$ cat src/rtl/i2c_seq_pkg.sv
// Shared constants and state encoding for the I2C register-bus sequencer.
package i2c_seq_pkg;

  // Core register map
  localparam logic [2:0] ADR_PRERLO = 3'd0;
  localparam logic [2:0] ADR_PRERHI = 3'd1;
  localparam logic [2:0] ADR_CTR    = 3'd2;
  localparam logic [2:0] ADR_TXR    = 3'd3;
  localparam logic [2:0] ADR_CR     = 3'd4;

  // CR command bits
  localparam int CR_STA = 7;
  localparam int CR_STO = 6;
  localparam int CR_RD  = 5;
  localparam int CR_WR  = 4;
  localparam int CR_ACK = 3;

  // SR status bits
  localparam int SR_RXACK = 7;
  localparam int SR_BUSY  = 6;
  localparam int SR_AL    = 5;
  localparam int SR_TIP   = 1;

  // CR command bytes and CTR values
  localparam logic [7:0] CR_START_WR    = 8'h90;
  localparam logic [7:0] CR_WR_BYTE     = 8'h10;
  localparam logic [7:0] CR_WR_STOP     = 8'h50;
  localparam logic [7:0] CR_RD_NACK_STO = 8'h68;
  localparam logic [7:0] CR_STOP        = 8'h40;
  localparam logic [7:0] CTR_ENABLE     = 8'h80;
  localparam logic [7:0] CTR_DISABLE    = 8'h00;

  // Response codes
  localparam logic [1:0] ERR_OK   = 2'd0;
  localparam logic [1:0] ERR_NACK = 2'd1;
  localparam logic [1:0] ERR_ARB  = 2'd2;
  localparam logic [1:0] ERR_TMO  = 2'd3;

  typedef enum logic [3:0] {
    S_INIT_PLO, S_INIT_PHI, S_INIT_CTR, S_IDLE, S_LOAD_TXR, S_WRITE_CR,
    S_POLL_SR, S_EVAL, S_READ_RXR, S_SEND_STOP, S_WAIT_IDLE, S_RESPOND,
    S_ABORT_CTR
  } seq_state_t;

  // CR byte issued for a given byte step of a write or read transaction
  function automatic logic [7:0] cr_for_step(input logic rnw, input logic [1:0] step);
    case (step)
      2'd0:    return CR_START_WR;
      2'd1:    return CR_WR_BYTE;
      2'd2:    return rnw ? CR_START_WR : CR_WR_STOP;
      default: return CR_RD_NACK_STO;
    endcase
  endfunction

endpackage

$ cat src/rtl/i2c_seq_wb_access.sv
// Single-access bus engine: launches one strobe per request, holds the
// address/data stable until acknowledged, returns a one-cycle done pulse.
module i2c_seq_wb_access (
  input  logic       clk_i,
  input  logic       rst_i,
  input  logic       req_i,
  input  logic [2:0] adr_i,
  input  logic       we_i,
  input  logic [7:0] wdata_i,
  output logic       done_o,
  output logic [7:0] rdata_o,
  output logic [2:0] m_adr_o,
  output logic [7:0] m_dat_o,
  output logic       m_we_o,
  output logic       m_stb_o,
  input  logic [7:0] m_dat_i,
  input  logic       m_ack_i
);

  logic       stb_q, we_q, done_q;
  logic [2:0] adr_q;
  logic [7:0] dat_q, rdata_q;

  // Strobe/ack handshake; read data is captured on the ack cycle
  always_ff @(posedge clk_i or posedge rst_i) begin
    if (rst_i) begin
      stb_q   <= 1'b0;
      we_q    <= 1'b0;
      adr_q   <= 3'd0;
      dat_q   <= 8'h00;
      rdata_q <= 8'h00;
      done_q  <= 1'b0;
    end else begin
      done_q <= 1'b0;
      if (stb_q) begin
        if (m_ack_i) begin
          stb_q   <= 1'b0;
          done_q  <= 1'b1;
          rdata_q <= m_dat_i;
        end
      end else if (req_i) begin
        stb_q <= 1'b1;
        adr_q <= adr_i;
        we_q  <= we_i;
        dat_q <= wdata_i;
      end
    end
  end

  assign m_stb_o = stb_q;
  assign m_we_o  = we_q;
  assign m_adr_o = adr_q;
  assign m_dat_o = dat_q;
  assign done_o  = done_q;
  assign rdata_o = rdata_q;

endmodule

$ cat src/rtl/i2c_reg_sequencer.sv
// Autonomous sequencer for the I2C master core: programs the prescaler after
// reset, then runs single-register writes/reads from a valid/ready command port.
module i2c_reg_sequencer
  import i2c_seq_pkg::*;
#(
  parameter logic [15:0] PRESCALE   = 16'd53,
  parameter logic [15:0] POLL_LIMIT = 16'd65535
) (
  input  logic       wb_clk_i,
  input  logic       wb_rst_i,
  input  logic       cmd_valid_i,
  output logic       cmd_ready_o,
  input  logic       cmd_rnw_i,
  input  logic [6:0] cmd_dev_i,
  input  logic [7:0] cmd_reg_i,
  input  logic [7:0] cmd_wdata_i,
  output logic       rsp_valid_o,
  output logic [7:0] rsp_rdata_o,
  output logic [1:0] rsp_err_o,
  output logic [2:0] m_adr_o,
  output logic [7:0] m_dat_o,
  input  logic [7:0] m_dat_i,
  output logic       m_we_o,
  output logic       m_stb_o,
  input  logic       m_ack_i
);

  seq_state_t  state_q, state_d;
  logic [1:0]  step_q, step_d, err_q, err_d;
  logic [15:0] cnt_q, cnt_d;
  logic        issued_q, issued_d, rnw_q, rnw_d, rsp_valid_q, rsp_valid_d;
  logic [6:0]  dev_q, dev_d;
  logic [7:0]  reg_q, reg_d, wdat_q, wdat_d, rx_q, rx_d, rdata_q, rdata_d;

  logic        need_acc, acc_req, acc_we, acc_done, poll_last, last_step;
  logic [2:0]  acc_adr;
  logic [7:0]  acc_wdat, acc_rdata, txr_byte;

  i2c_seq_wb_access u_acc (
    .clk_i   (wb_clk_i),
    .rst_i   (wb_rst_i),
    .req_i   (acc_req),
    .adr_i   (acc_adr),
    .we_i    (acc_we),
    .wdata_i (acc_wdat),
    .done_o  (acc_done),
    .rdata_o (acc_rdata),
    .m_adr_o (m_adr_o),
    .m_dat_o (m_dat_o),
    .m_we_o  (m_we_o),
    .m_stb_o (m_stb_o),
    .m_dat_i (m_dat_i),
    .m_ack_i (m_ack_i)
  );

  // Timeout fires on the POLL_LIMIT-th unsatisfied SR read
  assign poll_last = (cnt_q + 16'd1) == POLL_LIMIT;
  assign last_step = rnw_q ? (step_q == 2'd3) : (step_q == 2'd2);

  // TXR content for the current byte step
  always_comb begin
    txr_byte = 8'h00;
    case (step_q)
      2'd0:    txr_byte = {dev_q, 1'b0};
      2'd1:    txr_byte = reg_q;
      2'd2:    txr_byte = rnw_q ? {dev_q, 1'b1} : wdat_q;
      default: txr_byte = 8'h00;
    endcase
  end

  // Next-state, bus-access selection and response bookkeeping
  always_comb begin
    state_d     = state_q;
    step_d      = step_q;
    cnt_d       = cnt_q;
    err_d       = err_q;
    issued_d    = issued_q;
    rnw_d       = rnw_q;
    dev_d       = dev_q;
    reg_d       = reg_q;
    wdat_d      = wdat_q;
    rx_d        = rx_q;
    rdata_d     = rdata_q;
    rsp_valid_d = 1'b0;
    need_acc    = 1'b0;
    acc_req     = 1'b0;
    acc_adr     = ADR_PRERLO;
    acc_we      = 1'b0;
    acc_wdat    = 8'h00;
    case (state_q)
      S_INIT_PLO: begin
        need_acc = 1'b1; acc_adr = ADR_PRERLO; acc_we = 1'b1; acc_wdat = PRESCALE[7:0];
        if (acc_done) state_d = S_INIT_PHI;
      end
      S_INIT_PHI: begin
        need_acc = 1'b1; acc_adr = ADR_PRERHI; acc_we = 1'b1; acc_wdat = PRESCALE[15:8];
        if (acc_done) state_d = S_INIT_CTR;
      end
      S_INIT_CTR: begin
        need_acc = 1'b1; acc_adr = ADR_CTR; acc_we = 1'b1; acc_wdat = CTR_ENABLE;
        if (acc_done) state_d = S_IDLE;
      end
      S_IDLE: begin
        if (cmd_valid_i) begin
          rnw_d   = cmd_rnw_i;
          dev_d   = cmd_dev_i;
          reg_d   = cmd_reg_i;
          wdat_d  = cmd_wdata_i;
          step_d  = 2'd0;
          err_d   = ERR_OK;
          state_d = S_LOAD_TXR;
        end
      end
      S_LOAD_TXR: begin
        need_acc = 1'b1; acc_adr = ADR_TXR; acc_we = 1'b1; acc_wdat = txr_byte;
        if (acc_done) state_d = S_WRITE_CR;
      end
      S_WRITE_CR: begin
        need_acc = 1'b1; acc_adr = ADR_CR; acc_we = 1'b1; acc_wdat = cr_for_step(rnw_q, step_q);
        if (acc_done) begin
          cnt_d   = 16'd0;
          state_d = S_POLL_SR;
        end
      end
      S_POLL_SR: begin
        need_acc = 1'b1; acc_adr = ADR_CR;
        if (acc_done) begin
          if (!acc_rdata[SR_TIP]) state_d = S_EVAL;
          else if (poll_last) begin
            err_d   = ERR_TMO;
            state_d = S_ABORT_CTR;
          end else cnt_d = cnt_q + 16'd1;
        end
      end
      S_EVAL: begin
        // acc_rdata still holds the final SR read of this step
        if (acc_rdata[SR_AL]) begin
          err_d   = ERR_ARB;
          cnt_d   = 16'd0;
          state_d = S_WAIT_IDLE;
        end else if (!(rnw_q && step_q == 2'd3) && acc_rdata[SR_RXACK]) begin
          err_d   = ERR_NACK;
          state_d = S_SEND_STOP;
        end else if (last_step) begin
          cnt_d   = 16'd0;
          state_d = rnw_q ? S_READ_RXR : S_WAIT_IDLE;
        end else begin
          step_d  = step_q + 2'd1;
          // the final read step only issues CR, TXR is not reloaded
          state_d = (rnw_q && step_q == 2'd2) ? S_WRITE_CR : S_LOAD_TXR;
        end
      end
      S_READ_RXR: begin
        need_acc = 1'b1; acc_adr = ADR_TXR;
        if (acc_done) begin
          rx_d    = acc_rdata;
          cnt_d   = 16'd0;
          state_d = S_WAIT_IDLE;
        end
      end
      S_SEND_STOP: begin
        need_acc = 1'b1; acc_adr = ADR_CR; acc_we = 1'b1; acc_wdat = CR_STOP;
        if (acc_done) begin
          cnt_d   = 16'd0;
          state_d = S_WAIT_IDLE;
        end
      end
      S_WAIT_IDLE: begin
        need_acc = 1'b1; acc_adr = ADR_CR;
        if (acc_done) begin
          if (!acc_rdata[SR_BUSY]) begin
            rsp_valid_d = 1'b1;
            if (err_q == ERR_OK && rnw_q) rdata_d = rx_q;
            state_d = S_RESPOND;
          end else if (poll_last) begin
            err_d   = ERR_TMO;
            state_d = S_ABORT_CTR;
          end else cnt_d = cnt_q + 16'd1;
        end
      end
      S_RESPOND: state_d = S_IDLE;
      S_ABORT_CTR: begin
        // disable the core, then re-run INIT and report the timeout on entry
        need_acc = 1'b1; acc_adr = ADR_CTR; acc_we = 1'b1; acc_wdat = CTR_DISABLE;
        if (acc_done) begin
          rsp_valid_d = 1'b1;
          state_d     = S_INIT_PLO;
        end
      end
      default: state_d = S_INIT_PLO;
    endcase
    if (acc_done) issued_d = 1'b0;
    else if (need_acc && !issued_q) begin
      acc_req  = 1'b1;
      issued_d = 1'b1;
    end
  end

  // State and datapath registers
  always_ff @(posedge wb_clk_i or posedge wb_rst_i) begin
    if (wb_rst_i) begin
      state_q     <= S_INIT_PLO;
      step_q      <= 2'd0;
      cnt_q       <= 16'd0;
      err_q       <= ERR_OK;
      issued_q    <= 1'b0;
      rnw_q       <= 1'b0;
      dev_q       <= 7'd0;
      reg_q       <= 8'h00;
      wdat_q      <= 8'h00;
      rx_q        <= 8'h00;
      rdata_q     <= 8'h00;
      rsp_valid_q <= 1'b0;
    end else begin
      state_q     <= state_d;
      step_q      <= step_d;
      cnt_q       <= cnt_d;
      err_q       <= err_d;
      issued_q    <= issued_d;
      rnw_q       <= rnw_d;
      dev_q       <= dev_d;
      reg_q       <= reg_d;
      wdat_q      <= wdat_d;
      rx_q        <= rx_d;
      rdata_q     <= rdata_d;
      rsp_valid_q <= rsp_valid_d;
    end
  end

  assign cmd_ready_o = (state_q == S_IDLE);
  assign rsp_valid_o = rsp_valid_q;
  assign rsp_err_o   = err_q;
  assign rsp_rdata_o = rdata_q;

endmodule

$ cat config.mk
export PLATFORM = sky130hd
export DESIGN_NAME = i2c_reg_sequencer
export DESIGN_NICKNAME = d
export VERILOG_FILES = /design/src/rtl/i2c_seq_pkg.sv /design/src/rtl/i2c_seq_wb_access.sv /design/src/rtl/i2c_reg_sequencer.sv
export SDC_FILE = /design/constraint.sdc
export NUM_CORES = 1
export LEC_CHECK = 0
export CORE_MARGIN = 2
export CORE_UTILIZATION = 38
export DETAILED_ROUTE_END_ITERATION = 8
export PLACE_DENSITY = 0.68
export SYNTH_ARGS = -nofsm -noshare
export SYNTH_HDL_FRONTEND = slang
export SYNTH_SLANG_ARGS = --single-unit
$ cat constraint.sdc
create_clock -name wb_clk_i -period 2.7 [get_ports wb_clk_i]
set_input_delay 0.54 -clock wb_clk_i [delete_from_list [all_inputs] [get_ports wb_clk_i]]
set_output_delay 0.54 -clock wb_clk_i [all_outputs]
set_load 0.1 [all_outputs]
## Word-level counts from Yosys, hierarchy flattened

Cells that the tools add are included.

| storage, ports and cells | value |
|---|---|
| input bits | 36 |
| register bits | 88 |
| logic and storage cells | 151 |
| output and inout bits | 25 |

| operators by class | value |
|---|---|
| mux-type cells | 64 |
| reductions and logical operators | 30 |
| eq/ne operators | 35 |
| bitwise gates (word level) | 2 |
| add/sub/neg operators | 2 |

Operators with widths:

| operator | number |
|---|---|
| two-way mux 16 bit | 9 |
| two-way mux 4 bit | 16 |
| one-hot mux 16 bit (4 select lines) | 1 |
| one-hot mux 4 bit (12 select lines) | 1 |
| one-hot mux 8 bit (3 select lines) | 2 |
| one-hot mux 8 bit (5 select lines) | 1 |
| two-way mux 2 bit | 12 |
| != test 2 x 1 -> 1 bit (second input constant) | 12 |
| == test 4 bit (second input constant) | 5 |
| adder 16 x 1 -> 16 bit (second input constant) | 1 |
| == test 16 bit (second input constant) | 1 |
| == test 4 x 3 -> 1 bit (second input constant) | 4 |
| two-way mux 1 bit | 16 |
| two-way mux 8 bit | 2 |
| one-hot mux 3 bit (4 select lines) | 1 |
| AND reduction 10 bit | 1 |
| OR reduction 10 bit | 1 |
| != test 3 x 2 -> 1 bit (second input constant) | 3 |
| == test 4 x 2 -> 1 bit (second input constant) | 2 |
| != test 2 bit (second input constant) | 4 |
| one-hot mux 2 bit (4 select lines) | 1 |
| AND reduction 2 bit | 4 |
| AND reduction 8 bit | 1 |
| nonzero test 4 bit | 2 |
| 19 further kinds | 30 |

## Longest topological paths before layout

Gate-level depths: netlist of run 1.

| depth | value |
|---|---|
| word-level depth | 8 |
| mapped depth | 9 |
| depth with buffers taken out | 8 |

## Hierarchy

Synthesis of run 1 repeated with hierarchy kept, for this count alone.

| unflattened totals | value |
|---|---|
| cells, all modules | 414 |
| area, all modules | 4566.9 um^2 |

Modules (own cells, without submodules):

| module | times used | cells each | area an instance (um^2) | seq. area each (um^2) |
|---|---|---|---|---|
| i2c_reg_sequencer | 1 | 366 | 3703.6 | 1651.6 |
| i2c_seq_wb_access | 1 | 48 | 863.3 | 550.5 |

## Worst setup path after synthesis of run 1

OpenSTA, ideal clock, no wires.

| path | value |
|---|---|
| path type | register to register |
| start | register cnt_q[2] |
| end | register cnt_q[12] |
| stages on the path, launching flop included | 8 |
| buffers on the path | 1 |
| library setup time | 126 ps |
| data required time | 2574 ps |
| arrival time | 2192 ps |
| path slack | 382 ps |
| period minus slack after synthesis | 2318 ps |
| cell sequence | dfrtp_1 > buf_2 > and3_1 > or4_1 > o221a_2 > nor4_4 > and3b_1 > a221o_1 |

| between the ends | value |
|---|---|
| longest elaborated chain between the ends | 6 |
| elaborated cells between the ends (all ways) | 8 |
| classes of those cells | 1 x add/sub; 1 x eq/ne; 6 x mux |

RTL lines:

| item | RTL line | RTL |
|---|---|---|
| from (decl) | i2c_reg_sequencer.sv:30 | `logic [15:0] cnt_q, cnt_d;` |
| from (signal assigned) | i2c_reg_sequencer.sv:217 | `cnt_q <= cnt_d;` |
| adder 16 x 1 -> 16 bit (*) | i2c_reg_sequencer.sv:57, i2c_reg_sequencer.sv:132, i2c_reg_sequencer.sv:178 |  |
| == test 16 bit | i2c_reg_sequencer.sv:57 | `assign poll_last = (cnt_q + 16'd1) == POLL_LIMIT;` |
| two-way mux 16 bit (*) | i2c_reg_sequencer.sv:129, i2c_reg_sequencer.sv:175 |  |
| two-way mux 16 bit (on tied branches) | i2c_reg_sequencer.sv:171, i2c_reg_sequencer.sv:128 |  |
| two-way mux 16 bit (on tied branches) | i2c_reg_sequencer.sv:170, i2c_reg_sequencer.sv:127 |  |
| one-hot mux 16 bit (4 select lines) (*) | i2c_reg_sequencer.sv:90 | `case (state_q)` |

Every way passes the cells marked *; elsewhere a longest branch is shown, timed or not. The select of a mux whose other input is x is not followed.
A chain may end at the register's enable or synchronous reset.

## Worst setup path in the final report of run 1

| path | value |
|---|---|
| start | register cnt_q[1] |
| end | register cnt_q[12] |

The elaborated chain is that of the path after synthesis.

==> results of run 1 <==
-- metal layers --
layer / up-vias / track usage / part of all wire
met1: 1834 / 0.2441 / 0.45
met5: - / 0 / 0
met4: 0 / 0.07724 / 0.027
met3: 22 / 0.02869 / 0.038
met2: 82 / 0.2966 / 0.49
li1: 1790 / - / -
-- cell families (layout without fill, tap and decap cells) --
logic type / Yosys count / in the layout / synth area share
adders and majority gates: 6 / 6 / 0.01638
DFF: 88 / 88 / 0.4803
and+or+nand+nor: 134 / 134 / 0.1558
AOI/OAI and AO/OA: 114 / 114 / 0.1766
buffers and inverters: 42 / 122 / 0.03521
xor gates and xnor gates: 8 / 8 / 0.01528
muxes: 49 / 49 / 0.1204
-- critical path, cell delays in order, from the launching register on --
cell	delay (ps)
dfrtp_1	420
ha_1	290
nand3_1	140
nor4_1	390
o2111ai_2	210
nor4_4	440
and3b_1	220
a221o_1	250
-- synthesized netlist by cell type, types with 5 or more instances --
library cell	count	area [um^2]
dfrtp_1	88	2202
nand3_1	7	35.03
o21a_1	5	37.54
nand4_1	8	50.05
nand2b_1	8	50.05
ha_1	6	75.07
nand2_1	34	127.6
a21o_1	5	37.54
clkbuf_1	21	78.83
xnor2_1	5	43.79
inv_1	14	52.55
nor2_1	29	108.9
o21ai_0	32	160.2
o31ai_1	9	67.56
o41ai_1	5	43.79
a21oi_1	14	70.07
nor2b_1	5	31.28
a211oi_1	5	37.54
mux2_2	49	551.8
nor3_1	14	70.07
-- final cells by class --
| class | count | area, um^2 |
|---|---|---|
| timing repair buffer | 91 | 795.8 |
| multi-input combinational | 311 | 2227 |
| clock inverter | 6 | 92.59 |
| inverter | 16 | 63.81 |
| sequential | 88 | 2202 |
| tap | 147 | 183.9 |
| clock buffer | 9 | 225.2 |
| fill | 1115 | 6121 |
-- power breakdown --
| group | leakage [nW] | switching [mW] | internal [mW] | total [mW] |
|---|---|---|---|---|
| clock | 0.149 | 0.529 | 0.812 | 1.34 |
| sequential | 1.15 | 0.277 | 1.65 | 1.93 |
| combinational | 1.22 | 1.00 | 0.693 | 1.70 |
-- state kept, by name, summed over array words and instances, names as in the netlist, 3 cells and up --
signal and cells:
state_q 4, rsp_rdata_o 8, wdat_q 8, u_acc.m_adr_o 3
cnt_q 16, rx_q 8, reg_q 8, u_acc.rdata_o 8
u_acc.m_dat_o 8, dev_q 7
-- through the flow --
step	setup slack, ps	power (mW)	hold slack [ps]	setup TNS [ps]	instance area [um^2]
6_report	218.6	4.966	476.2	0	5791
5_1_grt	-13.60	5.244	514.2	-21.57	5791
4_1_cts	114.7	4.995	486.1	0	5762
3_5_place_dp	113.6	3.650	472.1	0	5444
3_3_place_gp	188.9	3.605	468.0	0	5444
2_1_floorplan	381.6	3.142	473.7	0	4588
-- timing repair --
| action | CTS | global route |
|---|---|---|
| buffers inserted | 0 | 3 |
| resized for setup | 0 | 1 |
| setup endpoints to repair | 0 | 3 |
-- final timing paths --
kind	from	to	slack, ps	depth (start not counted)
max	cnt_q[1]$_DFFE_PP0P_	cnt_q[12]$_DFFE_PP0P_	220	7
min	u_acc.m_adr_o[2]$_DFFE_PP0P_	u_acc.m_adr_o[2]$_DFFE_PP0P_	480	2
max reg2reg	cnt_q[1]$_DFFE_PP0P_	cnt_q[12]$_DFFE_PP0P_	220	7
min reg2reg	u_acc.m_adr_o[2]$_DFFE_PP0P_	u_acc.m_adr_o[2]$_DFFE_PP0P_	480	2
max in group asynchronous	wb_rst_i	cnt_q[8]$_DFFE_PP0P_	1770	3
min in group asynchronous	wb_rst_i	u_acc.m_dat_o[1]$_DFFE_PP0P_	630	3
==> flow_metrics.env, run 1 <==
export IMPL_insertedDiodeCount=0
export IMPL_grt_total_usage=0.1826
export IMPL_drv_slew=0
export IMPL_skew_ps=6.436
export IMPL_synth_fp_nets=483
export IMPL_hold_path_class="flop to flop"
export IMPL_start_util=0.3849
export IMPL_cts_hold_buf=0
export IMPL_root_buffer="clkbuf_16"
export IMPL_syn_area_per_cell_um2=10.40
export IMPL_outcome="finished clean"
export IMPL_gr_total_overflow=0
export IMPL_cts_buffer_depth=2
export IMPL_power_density_nw_per_um2=857.5
export IMPL_synth_top_flop_cell="dfrtp_1"
export IMPL_cts_sinks=88
export IMPL_wl_um=11280
export IMPL_cts_clk_slew_worst_paths_ps=60
export IMPL_post_route_period_util=0.9190
export IMPL_timing_max_cap_violations=0
export IMPL_ir_worst_vdd_mv=0.4095
export IMPL_dr_total_vias=3728
export IMPL_worstPathRequired_ps=2930
export IMPL_relSlewSlack=0.6091
export IMPL_core_area_um2=11910
export IMPL_synth_warnings=0
export IMPL_grt_pass1_wl_um=18710
export IMPL_grt_start_max_net_pins=65
export IMPL_dr_pass1_iters=4
export IMPL_dp_hpwl_um=8169
export IMPL_clk_latency_ps=350
export IMPL_place_inst=650
export IMPL_die_w_um=113.8
export IMPL_finalHoldViolCount=0
export IMPL_synth_cell_area_um2=4584
export IMPL_crit_arrival_ps=2710
export IMPL_die_h_um=113.8
export IMPL_ys_seq_area_frac=0.4803
export IMPL_critPathKind="flop to flop"
export IMPL_fmax_mhz=403.0
export IMPL_std_cell_rows=40
export IMPL_antenna_found_initial=0
export IMPL_final_common_cell="dfrtp_1"
export IMPL_worstSetupStartpointType="flop"
export IMPL_wl_per_cell_um=16.88
export IMPL_detail_route_antenna_nets=0
export IMPL_io_pin_count=61
export IMPL_tightest_slew_ps=581.0
export IMPL_synth_seq_cells=88
export IMPL_fin_util=0.4861
export IMPL_drive_above_1_share=0.2553
export IMPL_drtIter0Drc=245
export IMPL_htreeDepth=3
export IMPL_synth_cells=441
export IMPL_globalplace_congestion=0.9176
export IMPL_most_common_layout_cells="dfrtp_1, buf_4, mux2_2"
export IMPL_drc_errors=0
export IMPL_layout_area_overhead_vs_synth_pct=26.31
export IMPL_synth_cell_types=65
export IMPL_final_cells=668
export IMPL_synth_edf_count=0
export IMPL_crit_fanout=6
export IMPL_finalCriticalPeriod_ps=2481
export IMPL_final_nets=559
export IMPL_vias_per_cell=5.581
export IMPL_cts_made_buffers=9
export IMPL_cts_tree="yes"
export IMPL_die_area_um2=12960
export IMPL_critPathCaptureType="flop"
export IMPL_setup_viol=0
export IMPL_leakagePower_nw=2.520
export IMPL_ys_async_sr_fraction=1.000
export IMPL_grt_pass1_vias=3737
export IMPL_port_buffers=60
(Power assumes the default switching activity.)
==> run 2: changes to the inputs <==
Settings changed: CORE_ASPECT_RATIO from default to 0.75.
==> run 2 against run 1 <==
Effect of this change: routed wire length up 2.0%; critical path depth up 2; maximum frequency down 1.8%; clock skew up 3.7 ps; sequential power about the same; highest routed layer unchanged; first-iteration DRC count up 9.8%; final area down 0.32%; die area about the same; worst setup slack worse by 46 ps; global-route usage up 0.90 points; sequential cell count unchanged.
==> flow_metrics.env, run 2 (same netlist as run 1, synthesis figures left out) <==
export IMPL_crit_arrival_ps=2730
export IMPL_std_cell_rows=34
export IMPL_use_met3=0.04626
export IMPL_globalplace_congestion=0.8937
export IMPL_start_util=0.3919
export IMPL_grt_total_usage=0.1916
export IMPL_multi_input_area_um2=2236
export IMPL_finalSetupTns_ps=0
export IMPL_drive_above_1_share=0.2625
export IMPL_die_h_um=99.12
export IMPL_root_buffer="clkbuf_16"
export IMPL_relSlewSlack=0.5522
export IMPL_worstSetupStartpointType="flop"
export IMPL_p_int_mw=2.960
export IMPL_layout_area_overhead_vs_synth_pct=25.90
export IMPL_holdPathEnd="u_acc.m_dat_o[1]$_DFFE_PP0P_"
export IMPL_ir_worst_vdd_mv=0.3211
export IMPL_critPathCaptureType="flop"
export IMPL_tightest_slew_ps=663.0
export IMPL_die_w_um=130.8
export IMPL_core_area_um2=11700
export IMPL_crit_fanout=7
export IMPL_grt_busiest_layer="met1"
export IMPL_regMostFlops="cnt_q"
export IMPL_hold_path_class="flop to flop"
export IMPL_cts_sinks=88
export IMPL_port_buffers=60
export IMPL_rsz0062_at_grt="false"
export IMPL_insertedDiodeCount=0
export IMPL_post_route_period_util=0.9360
export IMPL_cts_clk_slew_worst_paths_ps=60
export IMPL_rr_endpoint="cnt_q[2]$_DFFE_PP0P_"
export IMPL_wl_per_cell_um=16.81
export IMPL_grt_start_max_net_pins=89
export IMPL_detail_route_antenna_nets=0
export IMPL_switching_power_mw=1.798
export IMPL_pwr_share_seq=0.409
export IMPL_cts_buffer_depth=2
export IMPL_met2_usage=0.2676
export IMPL_outcome="finished clean"
export IMPL_dr_total_vias=3782
export IMPL_grt_pass1_wl_um=19320
export IMPL_critPathKind="flop to flop"
export IMPL_met1_usage=0.2992
export IMPL_n_fill_cell=1105
export IMPL_reg2regPathDepth=9
export IMPL_clk_latency_ps=340
export IMPL_cts_tree="yes"
export IMPL_final_common_cell="dfrtp_1"
export IMPL_antenna_found_initial=0
export IMPL_largest_register_ffs=16
export IMPL_finalCriticalPeriod_ps=2527
export IMPL_cts_made_buffers=9
export IMPL_worstPathRequired_ps=2910
export IMPL_most_common_layout_cells="dfrtp_1, buf_4, mux2_2"
export IMPL_finalHoldViolCount=0
export IMPL_vias_per_cell=5.529
export IMPL_dp_hpwl_um=8345
export IMPL_final_nets=560
export IMPL_place_inst=665
export IMPL_regArea_um2=2205
export IMPL_leakagePower_nw=2.507
export IMPL_grt_pass1_vias=3674
export IMPL_power_frac_comb=0.354
export IMPL_pwr_share_clk=0.237
export IMPL_drtIter0Drc=269
export IMPL_drv_slew=0
export IMPL_drc_errors=0
export IMPL_setup_viol=0
export IMPL_gr_total_overflow=0
export IMPL_io_pin_count=61
export IMPL_dr_pass1_iters=4
export IMPL_final_cells=684
export IMPL_fmax_mhz=395.7
export IMPL_die_area_um2=12970
export IMPL_hp_start="u_acc.m_dat_o[1]$_DFFE_PP0P_"
export IMPL_swShare=0.3779
export IMPL_r2r_start="cnt_q[1]$_DFFE_PP0P_"
export IMPL_holdPathStages=2
export IMPL_skew_ps=10.12
export IMPL_htreeDepth=3
export IMPL_r2r_setup_slack_ps=170
export IMPL_timing_max_cap_violations=0
export IMPL_power_density_nw_per_um2=824.3
export IMPL_wl_um=11500
[run 2: changes by cell type in the layout (fill, tap and decap cells not counted), moves of 2 or more]
| cell | previous run | this run |
|---|---|---|
| bufinv_16 | 2 | 0 |
| dfrtp_1 | 88 | 86 |
| dfrtp_2 | 0 | 2 |
| clkinv_2 | 0 | 3 |
| clkinvlp_4 | 3 | 1 |
[run 2: metal layers]
metal	share of wire	wire length (um)
met4	0.0092	106
met3	0.050	580
met5	0	0
met2	0.44	5099
met1	0.50	5710
[run 2: worst max-delay path, stage by stage (launching register included)]
cell and delay [ps]:
dfrtp_1 440, ha_2 290, nand3_1 160, o31a_1 310, o2111ai_2 330, nor4_4 80
buf_4 170, buf_4 140, o311ai_0 330, o21ai_0 140
[run 2: area by class of cell]
cell class / count / area share
multi-input combinational: 311 / 0.3874
sequential: 88 / 0.3820
timing repair buffer: 92 / 0.1392
clock buffer: 10 / 0.03967
tap: 162 / 0.03512
inverter: 16 / 0.01106
clock inverter: 5 / 0.005636
[run 2: how the worst max path moves through the flow]
| stage | start | endpoint | slack [ps] | cells past startpoint |
|---|---|---|---|---|
| 2_1_floorplan | cnt_q[2]$_DFFE_PP0P_ | cnt_q[12]$_DFFE_PP0P_ | 380 | 7 |
| 4_1_cts | cnt_q[1]$_DFFE_PP0P_ | cnt_q[12]$_DFFE_PP0P_ | 20 | 7 |
| 3_5_place_dp | cnt_q[1]$_DFFE_PP0P_ | cnt_q[12]$_DFFE_PP0P_ | 40 | 7 |
| 3_3_place_gp | cnt_q[1]$_DFFE_PP0P_ | cnt_q[2]$_DFFE_PP0P_ | 170 | 7 |
| 6_report | cnt_q[1]$_DFFE_PP0P_ | cnt_q[2]$_DFFE_PP0P_ | 170 | 9 |
| 5_1_grt | cnt_q[1]$_DFFE_PP0P_ | cnt_q[2]$_DFFE_PP0P_ | 20 | 9 |
[run 2: repair_timing]
| item | 4_1_cts | 5_1_grt |
|---|---|---|
| hold buffers | 0 | 0 |
| endpoints found under the setup margin | 0 | 10 |
| endpoints found under the hold margin | 0 | 0 |
| gates resized for setup | 0 | 5 |
| buffers inserted | 0 | 4 |
[run 2: power groups by stage]
stage               combinational [mW]  clock [mW]  sequential (mW)
detailed placement                1.69           0             1.96
CTS                               1.69        1.15             1.94
global placement                  1.66           0             1.94
floorplan                        0.962           0             2.18
finish                            1.68        1.13             1.94
global route                      1.83        1.21             2.00
[run 2: stage by stage]
step	total power [mW]	setup slack [ps]	instance area [um^2]	hold slack, ps	utilization
floorplan	3.142	381.6	4588	473.7	-
global placement	3.606	170.6	5463	469.4	0.4670
detailed placement	3.647	40.93	5463	476.0	0.4670
CTS	4.779	23.85	5724	490.7	0.4893
global route	5.032	17.27	5772	513.5	0.4934
finish	4.758	172.9	5772	485.4	0.4934
==> run 3: changes to the inputs <==
Settings changed: SYNTH_HIERARCHICAL from default to 1.
==> run 3 against run 2 <==
Effect of this change: power grew 40%; final area grew 1.1%; die area shrank 0.37%; synthesized area shrank 0.38%; sequential share of layout area shrank 0.43 points; sequential cell count is the same; critical endpoint is now cnt_q[9]$_DFFE_PP0P_.
==> flow_metrics.env, run 3 <==
export IMPL_worstSetupStartpointType="flop"
export IMPL_timing_max_cap_violations=0
export IMPL_slowest_delay_ps=450
export IMPL_leakagePower_nw=2.547
export IMPL_finalSetupTns_ps=0
export IMPL_die_area_um2=12920
export IMPL_regMostFlops="cnt_q"
export IMPL_synth_top_area_cell="dfrtp_1"
export IMPL_rr_endpoint="cnt_q[9]$_DFFE_PP0P_"
export IMPL_holdPathEnd="rx_q[7]$_DFFE_PP0P_"
export IMPL_ys_seq_area_frac=0.4822
export IMPL_synthTopCellsByCount="dfrtp_1, mux2_2, nand2_1"
export IMPL_cts_buffer_depth=2
export IMPL_r2r_start="cnt_q[1]$_DFFE_PP0P_"
export IMPL_cts_tree="yes"
export IMPL_crit_buf_inv=0
export IMPL_globalplace_congestion=0.9435
export IMPL_hold_path_class="flop to flop"
export IMPL_final_common_cell="dfrtp_1"
export IMPL_layout_area_overhead_vs_synth_pct=27.84
export IMPL_htreeDepth=3
export IMPL_synth_top_family_by_area="multiplexers"
export IMPL_hold_ws_ps=483.1
export IMPL_synth_cells=414
export IMPL_fmax_mhz=391.6
export IMPL_synth_fp_nets=456
export IMPL_crit_slowest_cell="or4_4"
export IMPL_grt_pass1_wl_um=18360
export IMPL_dr_pass1_iters=5
export IMPL_cts_made_buffers=9
export IMPL_regArea_um2=2205
export IMPL_holdPathStages=2
export IMPL_tightest_slew_ps=650.0
export IMPL_yosys_top_cells_area="dfrtp_1, mux2_2, mux2_4"
export IMPL_cts_sinks=88
export IMPL_post_route_period_util=0.9458
export IMPL_die_h_um=98.94
export IMPL_std_cell_rows=34
export IMPL_post_dp_cell_area_um2=5458
export IMPL_drtIter0Drc=192
export IMPL_critPathTopFamily="compound AO/OA/AOI/OAI gates"
export IMPL_drv_slew=0
export IMPL_setup_viol=0
export IMPL_relSlewSlack=0.5660
export IMPL_finalCriticalPeriod_ps=2554
export IMPL_synth_compound_area_share=0.1537
export IMPL_syn_area_per_cell_um2=11.03
export IMPL_grt_pass1_vias=3503
export IMPL_critPathCaptureType="flop"
export IMPL_synth_seq_cells=88
export IMPL_crit_arrival_ps=2820
export IMPL_wl_um=10940
export IMPL_vias_per_cell=5.352
export IMPL_synth_warnings=6
export IMPL_drc_errors=0
export IMPL_ys_async_sr_fraction=1.000
export IMPL_crit_fanout=7
export IMPL_dp_hpwl_um=8014
export IMPL_port_buffers=60
export IMPL_synth_cell_area_um2=4567
export IMPL_yosys_area_top_type_share=0.4822
export IMPL_synthAdderAreaFrac=0.01644
export IMPL_fin_util=0.5009
export IMPL_p_total_mw=6.677
export IMPL_start_util=0.3918
export IMPL_dr_total_vias=3554
export IMPL_multi_input_area_um2=2276
export IMPL_io_pin_count=61
export IMPL_root_buffer="clkbuf_16"
export IMPL_synth_cell_types=69
export IMPL_gr_total_overflow=0
export IMPL_fin_area_um2=5838
export IMPL_cts_hold_buf=0
export IMPL_skew_ps=8.138
export IMPL_n_fill_cell=1071
export IMPL_rsz0062_at_grt="false"
export IMPL_final_nets=539
export IMPL_crit_chain="ha_2 > nand4_1 > or4_4 > a2111o_1 > nand4b_4 > a21boi_4 > o21ba_1 > o221ai_2"
export IMPL_finalHoldViolCount=0
export IMPL_critPathKind="flop to flop"
export IMPL_synth_xor_area_share=0.01151
export IMPL_wl_per_cell_um=16.48
export IMPL_most_common_layout_cells="dfrtp_1, buf_4, mux2_2"
export IMPL_r2r_setup_slack_ps=150
export IMPL_grt_start_max_net_pins=31
export IMPL_insertedDiodeCount=0
export IMPL_worstPathRequired_ps=2960
export IMPL_synth_most_common_cell="dfrtp_1"
export IMPL_detail_route_antenna_nets=0
export IMPL_grt_total_usage=0.1838
export IMPL_core_area_um2=11660
export IMPL_reg2regPathDepth=8
export IMPL_outcome="finished clean"
export IMPL_power_density_nw_per_um2=1144
export IMPL_clk_latency_ps=350
export IMPL_synth_edf_count=0
export IMPL_synth_simple_area_share=0.1422
export IMPL_die_w_um=130.6
export IMPL_antenna_found_initial=0
export IMPL_cts_clk_slew_worst_paths_ps=60
export IMPL_largest_register_ffs=16
export IMPL_synthMuxAreaShare=0.1622
export IMPL_hp_start="rx_q[7]$_DFFE_PP0P_"
export IMPL_crit_cells=8
export IMPL_drive_above_1_share=0.3108
export IMPL_ir_worst_vdd_mv=0.9392
export IMPL_synth_top_flop_cell="dfrtp_1"
[run 3: cell types whose count changed after synthesis, sizes merged, moves of 5 or more]
cell,before,now
a31oi,1,6
clkbuf,21,13
mux2i,0,5
a211oi,5,0
mux2,49,58
o21ai,33,26
nor2,29,23
[run 3: how the worst max path moves through the flow]
stage	from	endpoint	slack (ps)
final	cnt_q[1]$_DFFE_PP0P_	cnt_q[9]$_DFFE_PP0P_	150
after global routing	cnt_q[1]$_DFFE_PP0P_	state_q[1]$_DFFE_PP0P_	20
after floorplan	cnt_q[0]$_DFFE_PP0P_	cnt_q[5]$_DFFE_PP0P_	290
after global placement	cnt_q[1]$_DFFE_PP0P_	cnt_q[5]$_DFFE_PP0P_	110
after CTS	cnt_q[1]$_DFFE_PP0P_	cnt_q[4]$_DFFE_PP0P_	10
after detailed placement	cnt_q[1]$_DFFE_PP0P_	cnt_q[4]$_DFFE_PP0P_	-2
[run 3: power breakdown]
part | total, mW | internal [mW] | switching (mW)
logic | 3.16 | 1.26 | 1.90
registers | 2.18 | 1.78 | 0.396
clock network | 1.34 | 0.816 | 0.527
total | 6.68 | 3.85 | 2.82
[run 3: metrics by stage]
stage	setup slack, ps	std cells
after global routing	22.27	664
after detailed placement	-2.172	645
after floorplan	293.5	414
after global placement	110.6	645
after CTS	11.24	661
final	146.2	664
[run 3: layout make-up]
type,count,area share
clock buffer,10,0.03922
clock inverter,6,0.01586
inverter,14,0.009001
multi-input combinational,295,0.3898
sequential,88,0.3776
tap,162,0.03472
timing repair buffer,89,0.1337
[run 3: cell families (layout without fill, tap and decap cells)]
| family | count (synthesis) | in the layout |
|---|---|---|
| multiplexers | 63 | 63 |
| buffers and inverters | 33 | 119 |
| AND/OR/NAND/NOR | 119 | 121 |
| adder cells (fa/ha/maj) | 6 | 6 |
| AO/OA/AOI/OAI | 99 | 99 |
| flip-flops | 88 | 88 |
| XOR/XNOR | 6 | 6 |
[run 3: repair_timing]
action / CTS / global route
pin swaps: 0 / 2
gates resized for setup: 1 / 6
cloned: 0 / 2
buffers inserted: 0 / 1
setup endpoints to repair: 3 / 18
[run 3: per-layer routing]
layer	GRT usage	vias up	wire length (um)
met5	0	-	0
met4	0.04337	0	83
met3	0.05537	10	755
met2	0.2604	107	4795
met1	0.2750	1744	5309
li1	-	1693	-
[run 3: worst register-to-register path, stage by stage (launching register included)]
cell and delay, ps:
dfrtp_2 430, ha_2 220, nand4_1 130, or4_4 450, a2111o_1 440, nand4b_4 240, a21boi_4 200, o21ba_1 200
o221ai_2 150
